`src/rtl/conv_pool_engine.sv`:
```
// conv_pool_engine: 3x3 convolution (zero padded) + ReLU + shift + saturation
// over a 2^LOG_W x 2^LOG_H image, writing the full feature map to L0 and a
// 2x2 max-pooled map to L1. The engine processes one 2x2 output window at a
// time. For each window it fetches a 4x4 input patch, produces four results,
// and then writes one pooled value.
// Optional feature: define CONV_BIAS_EN to add a signed 8-bit bias (k_idx 9).
module conv_pool_engine #(
    parameter int LOG_W  = 7,
    parameter int LOG_H  = 7,
    parameter int DATA_W = 8,
    parameter int OUT_W  = 12,
    parameter int SHIFT  = 0
) (
    input  logic                     clk,
    input  logic                     reset,
    input  logic                     ready,
    output logic                     busy,
    output logic                     done,
    input  logic                     k_we,
    input  logic [3:0]               k_idx,
    input  logic [7:0]               k_data,
    output logic [LOG_W+LOG_H-1:0]   iaddr,
    input  logic [DATA_W-1:0]        idata,
    output logic                     wen_L0,
    output logic [LOG_W+LOG_H-1:0]   addr_L0,
    output logic [OUT_W-1:0]         w_data_L0,
    output logic                     wen_L1,
    output logic [LOG_W+LOG_H-3:0]   addr_L1,
    output logic [OUT_W-1:0]         w_data_L1
);

    localparam int AW    = LOG_W + LOG_H;
    localparam int ACC_W = DATA_W + 13;
    // Saturation limit; OUT_W is assumed narrower than the accumulator.
    localparam logic [ACC_W-1:0] SAT_MAX = ACC_W'((64'd1 << OUT_W) - 64'd1);

    typedef enum logic [2:0] {
        S_IDLE,
        S_FETCH,
        S_CONV,
        S_POOL,
        S_DONE
    } state_t;

    state_t state, state_nx;

    logic [4:0]        fcnt;       // fetch cycle 0..16
    logic [1:0]        ccnt;       // conv output 0..3
    logic [LOG_W-1:0]  ox;         // window origin column (even)
    logic [LOG_H-1:0]  oy;         // window origin row (even)
    logic              inb_q;      // in-bounds flag of the address issued last cycle
    logic [AW-1:0]     iaddr_q;    // last in-bounds address, held for padding cycles
    logic [OUT_W-1:0]  max_q;      // running maximum over the window's four results

    logic signed [7:0] coef [9];
`ifdef CONV_BIAS_EN
    logic signed [7:0] bias;
`endif
    logic [DATA_W-1:0] patch [16];

    logic [LOG_H+1:0]  prow;
    logic [LOG_W+1:0]  pcol;
    logic              inb;
    logic [AW-1:0]     paddr;

    logic signed [ACC_W-1:0] acc;
    logic signed [ACC_W-1:0] pix_s;
    logic signed [ACC_W-1:0] coef_s;
    logic [3:0]              pidx;
    logic [ACC_W-1:0]        relu;
    logic [OUT_W-1:0]        res;
    logic                    last_win;

    // Patch pixel address for the current fetch cycle and its in-bounds test.
    // Rows/cols are computed two bits wider than the image so that both -1 and
    // the one-past-the-end index show up as a nonzero top field.
    always_comb begin
        prow  = {2'b00, oy} + {{LOG_H{1'b0}}, fcnt[3:2]} - (LOG_H+2)'(1);
        pcol  = {2'b00, ox} + {{LOG_W{1'b0}}, fcnt[1:0]} - (LOG_W+2)'(1);
        inb   = (state == S_FETCH) && !fcnt[4]
                && (prow[LOG_H+1:LOG_H] == 2'b00)
                && (pcol[LOG_W+1:LOG_W] == 2'b00);
        paddr = {prow[LOG_H-1:0], pcol[LOG_W-1:0]};
    end

    // Out-of-image fetches leave the address bus unchanged.
    assign iaddr = inb ? paddr : iaddr_q;

    // 3x3 multiply-accumulate over the patch sub-window for conv output ccnt,
    // then ReLU, shift, and saturation.
    always_comb begin
        // NOTE: every variable gets a value before any branch, so no latch is inferred.
        acc    = '0;
        pix_s  = '0;
        coef_s = '0;
        pidx   = '0;
`ifdef CONV_BIAS_EN
        acc = {{(ACC_W-8){bias[7]}}, bias};
`endif
        for (int dy = 0; dy < 3; dy++) begin
            for (int dx = 0; dx < 3; dx++) begin
                pidx   = 4'((int'(ccnt[1]) + dy) * 4 + int'(ccnt[0]) + dx);
                pix_s  = $signed({{(ACC_W-DATA_W){1'b0}}, patch[pidx]});
                coef_s = {{(ACC_W-8){coef[4'(dy*3 + dx)][7]}}, coef[4'(dy*3 + dx)]};
                acc    = acc + pix_s * coef_s;
            end
        end
        relu = acc[ACC_W-1] ? '0 : ACC_W'(acc >>> SHIFT);
        res  = (relu > SAT_MAX) ? '1 : relu[OUT_W-1:0];
    end

    assign last_win = (&ox[LOG_W-1:1]) && (&oy[LOG_H-1:1]);

    // State register.
    always_ff @(posedge clk or posedge reset) begin
        // NOTE: sequential state uses non-blocking assignments so every register samples pre-edge values.
        if (reset) state <= S_IDLE;
        else       state <= state_nx;
    end

    // Next-state logic and all outputs; everything idles at zero.
    always_comb begin
        state_nx  = state;
        busy      = 1'b0;
        done      = 1'b0;
        wen_L0    = 1'b0;
        addr_L0   = '0;
        w_data_L0 = '0;
        wen_L1    = 1'b0;
        addr_L1   = '0;
        w_data_L1 = '0;
        case (state)
            S_IDLE: begin
                if (ready) state_nx = S_FETCH;
            end
            S_FETCH: begin
                busy = 1'b1;
                if (fcnt == 5'd16) state_nx = S_CONV;
            end
            S_CONV: begin
                busy      = 1'b1;
                wen_L0    = 1'b1;
                // Origins are even, so adding the 0/1 offset is a concatenation.
                addr_L0   = {oy[LOG_H-1:1], ccnt[1], ox[LOG_W-1:1], ccnt[0]};
                w_data_L0 = res;
                if (ccnt == 2'd3) state_nx = S_POOL;
            end
            S_POOL: begin
                busy      = 1'b1;
                wen_L1    = 1'b1;
                addr_L1   = {oy[LOG_H-1:1], ox[LOG_W-1:1]};
                w_data_L1 = max_q;
                state_nx  = last_win ? S_DONE : S_FETCH;
            end
            S_DONE: begin
                done     = 1'b1;
                state_nx = S_IDLE;
            end
            default: state_nx = S_IDLE;
        endcase
    end

    // Window sequencing, fetch bookkeeping, and the running maximum.
    always_ff @(posedge clk or posedge reset) begin
        if (reset) begin
            fcnt    <= '0;
            ccnt    <= '0;
            ox      <= '0;
            oy      <= '0;
            inb_q   <= 1'b0;
            iaddr_q <= '0;
            max_q   <= '0;
        end else begin
            case (state)
                S_IDLE: begin
                    if (ready) begin
                        fcnt <= '0;
                        ccnt <= '0;
                        ox   <= '0;
                        oy   <= '0;
                    end
                end
                S_FETCH: begin
                    inb_q <= inb;
                    if (inb) iaddr_q <= paddr;
                    if (fcnt == 5'd16) begin
                        fcnt <= '0;
                        ccnt <= '0;
                    end else begin
                        fcnt <= fcnt + 5'd1;
                    end
                end
                S_CONV: begin
                    ccnt <= ccnt + 2'd1;
                    if (ccnt == 2'd0 || res > max_q) max_q <= res;
                end
                S_POOL: begin
                    ox <= ox + LOG_W'(2);
                    if (&ox[LOG_W-1:1]) oy <= oy + LOG_H'(2);
                end
                default: ;
            endcase
        end
    end

    // Patch capture: pixel k-1 arrives while pixel k is being addressed.
    // NOTE: the patch is pure datapath storage, always overwritten before use, so it carries no reset.
    always_ff @(posedge clk) begin
        if (state == S_FETCH && fcnt != 5'd0)
            patch[4'(fcnt - 5'd1)] <= inb_q ? idata : '0;
    end

    // Kernel (and optional bias) registers; writable only while idle.
    always_ff @(posedge clk or posedge reset) begin
        if (reset) begin
            for (int i = 0; i < 9; i++) coef[i] <= '0;
`ifdef CONV_BIAS_EN
            bias <= '0;
`endif
        end else if (state == S_IDLE && k_we) begin
            if (k_idx < 4'd9) coef[k_idx] <= k_data;
`ifdef CONV_BIAS_EN
            else if (k_idx == 4'd9) bias <= k_data;
`endif
        end
    end

endmodule

```
`config.mk`:
```
export PLATFORM = sky130hd
export DESIGN_NAME = conv_pool_engine
export DESIGN_NICKNAME = d
export VERILOG_FILES = /design/src/rtl/conv_pool_engine.sv
export SDC_FILE = /design/constraint.sdc
export NUM_CORES = 1
export LEC_CHECK = 0
export CORE_AREA = 3 3 69 103
export CTS_BUF_LIST = sky130_fd_sc_hd__clkbuf_8 sky130_fd_sc_hd__clkbuf_16
export DETAILED_ROUTE_END_ITERATION = 8
export DIE_AREA = 0 0 72 106
export PLACE_DENSITY_LB_ADDON = 0.1
export SYNTH_ARGS = -nofsm -noshare
export SYNTH_HDL_FRONTEND = slang
export SYNTH_SLANG_ARGS = --single-unit
```
`constraint.sdc`:
```
create_clock -name clk -period 4.7 [get_ports clk]
set_input_delay 0.94 -clock clk [delete_from_list [all_inputs] [get_ports clk]]
set_output_delay 0.94 -clock clk [all_outputs]
set_load 0.05 [all_outputs]
```
==> impl_metrics.json <==
{
  "worstRegToRegCells": 11,
  "synth_area_um2": 2934,
  "power_density_nw_per_um2": 614.7,
  "fill_cells": 608,
  "post_cts_buffers": 0,
  "p_clk_frac": 0.097,
  "grt.total_usage": 0.1614,
  "post-route-period-util": 0.9455,
  "ys_ff_latch": 36,
  "antenna_cells": 0,
  "required_ns": 3.76,
  "min_from": "iaddr_q[11]$_DFFE_PP0P_",
  "fin_tns_setup_ns": 0,
  "cp_cell_sequence": "inv_1 -> ha_1 -> inv_1 -> ha_1 -> fa_1 -> a21oi_1 -> or4_1 -> nand4_1 -> nor4_4 -> buf_4 -> mux2_1 -> buf_4",
  "skew_ns": 0.004155,
  "multi_input_area_um2": 1789,
  "seqPwrFrac": 0.242,
  "reg2reg_from": "oy[1]$_DFFE_PP0P_",
  "ctsRootBufferMaster": "clkbuf_8",
  "rows": 35,
  "worst_pin_slew_ns": 0.8046,
  "slowest_delay_ns": 0.48,
  "path_class": "reg2out",
  "cts-resized-gates": 0,
  "synth_area_leaders": "dfrtp_1 31%, ha_1 12%, buf_4 6.1%",
  "die_width_um": 72,
  "postSynthCellCount": 309,
  "ir_worst_vdd_v": 0.0002173,
  "via_per_inst": 5.040,
  "synth_commonest_cells": "36 x dfrtp_1, 29 x ha_1, 28 x and2_1",
  "path_clk_slew_ns": 0.07,
  "synth-edff-count": 0,
  "r2r_setup_slack_ns": 1.55,
  "async_flop_share": 1.000,
  "synth.most_common_cell": "dfrtp_1",
  "seq_area_um2": 900.9,
  "portBuffers": 46,
  "drc": 0,
  "fin_cells": 427,
  "ant_nets": 0,
  "setup_viol": 0,
  "dp.cells": 420,
  "synthFlopType": "dfrtp_1",
  "hold_path_class": "reg2reg",
  "r2r-end": "iaddr_q[9]$_DFFE_PP0P_",
  "rsz0062_at_grt": "false",
  "holdPathEnd": "iaddr_q[11]$_DFFE_PP0P_",
  "yosys.area.top_type_share": 0.3070,
  "stdcell_area_um2": 3427,
  "slew-limit-headroom": 0.4622,
  "cp-start-kind": "flip-flop",
  "leakagePower_uw": 0.001613,
  "synth.avg_cell_area_um2": 9.495,
  "p_comb_frac": 0.661,
  "slew_violations": 0,
  "grt_pass1_wl_um": 10040,
  "areaGrowthSynthToFinish_pct": 16.80,
  "dr.pass1.iters": 4,
  "dieArea_um2": 7632,
  "clock_path_buffers": 2,
  "io_pins": 92,
  "crit_arrival_ns": 3.50,
  "drive_gt1_frac": 0.09915,
  "ys_types": 44,
  "die_h_um": 106,
  "drtIter0Drc": 67,
  "maxCapViolCount": 0,
  "cp_slowest_cell": "dfrtp_1",
  "synth_top_area_cell": "dfrtp_1",
  "p_int_uw": 1062,
  "period_needed_ns": 4.444,
  "cts.sinks": 36,
  "status": "finished clean",
  "finalWirelength_um": 5782,
  "cts_hold_buf": 0,
  "globalplace.congestion": 0.7990,
  "layout.nets": 408,
  "place_area_um2": 3349,
  "antenna_found_initial": 0,
  "finalHoldViolCount": 0,
  "h-tree-depth": 2,
  "crit_path_max_fanout": 28,
  "clk_latency_ns": 0.28,
  "fmax_mhz": 225.0,
  "dp_hpwl_um": 4474,
  "switchingPower_uw": 1045,
  "total_power_uw": 2106,
  "detail_route.wl_per_cell_um": 13.54,
  "start_util": 0.4685,
  "num_vias": 2152,
  "holdPathStages": 1,
  "grt_overflow": 0,
  "synth-seq-area-share": 0.3070,
  "synth_warnings": 0,
  "core-area_um2": 6262,
  "cts_buffers": 5,
  "grt_max_degree": 37,
  "grt_pass1_vias": 2149,
  "end_kind": "output port",
  "p_sw_frac": 0.4960,
  "cts_tree": "done"
}
## final cells by class
class,instances,area share
inverter,25,0.02738
sequential,36,0.2629
clock inverter,2,0.002556
tap,74,0.02702
timing repair buffer,49,0.1380
multi-input combinational,236,0.5221
clock buffer,5,0.02008
## cell usage in the layout, fill, tap and decap left out, types with 3 or more instances in the layout
cell             instances
nand4_1                  5
xnor2_1                  9
mux2_1                  16
a21oi_1                  8
inv_1                   26
a21o_1                   3
clkdlybuf4s50_1         32
buf_4                   15
dfrtp_1                 36
o31ai_1                  3
xor2_1                   3
nand2_1                 10
nor2b_1                  4
o21bai_1                 3
a211oi_1                 4
o21ai_0                 15
a22o_1                   4
nor2_1                  20
clkbuf_8                 5
nor3b_1                  3
ha_1                    29
nand3_1                  9
and2_1                  28
mux2_2                   9
conb_1                  24
mux2i_1                  7
## power groups by stage
stage	logic [uW]	registers [uW]	clock network, uW
floorplan	1140	469	0
global placement	1380	511	0
detailed placement	1400	517	0
CTS	1410	510	216
global route	1530	529	226
finish	1390	510	205
## critical path: cells and delay by family (launching register included)
family / cells / cell delay [ns]
compound gates: 1 / 0.25
fa+ha+maj: 3 / 0.90
buf+inv: 4 / 0.67
flops: 1 / 0.48
mux: 1 / 0.37
simple gates: 3 / 0.54
## cells by family (layout without fill, tap and decap cells)
kind of cell / Yosys count / after routing / synth area share
buf+inv: 60 / 81 / 0.1126
other cells: 1 / 24 / 0.001278
xor+xnor: 12 / 12 / 0.03582
compound gates: 49 / 49 / 0.1092
fa+ha+maj: 31 / 31 / 0.1373
simple gates: 88 / 88 / 0.1770
flops: 36 / 36 / 0.3070
mux: 32 / 32 / 0.1198
## state kept, by name, summed over array words and instances, names as in the netlist
name,flops
fcnt,5
ox,6
oy,6
iaddr_q,14
ccnt,2
state,3
## how the worst max path moves through the flow
stage,start,endpoint,depth (start not counted)
CTS,oy[1]$_DFFE_PP0P_,iaddr[11],12
global route,oy[1]$_DFFE_PP0P_,iaddr[0],12
detailed placement,oy[1]$_DFFE_PP0P_,iaddr[11],12
global placement,oy[1]$_DFFE_PP0P_,iaddr[10],12
floorplan,oy[1]$_DFFE_PP0P_,iaddr[2],11
finish,oy[1]$_DFFE_PP0P_,iaddr[11],12
## metrics by stage
step	hold slack, ns	utilization	worst slack (ns)
floorplan	0.4503	-	0.3054
finish	0.4856	0.5473	0.2563
detailed placement	0.4729	0.5349	0.5260
global placement	0.4608	0.5349	0.5853
global route	0.5146	0.5473	0.008118
CTS	0.4899	0.5473	0.2090
## metal layers
metal / GRT usage / routed length, um
met5: 0 / 0
met4: 0.04839 / 80
met3: 0.02554 / 241
met2: 0.2803 / 2874
met1: 0.2024 / 2585
Power figures use the tool's default switching activity.
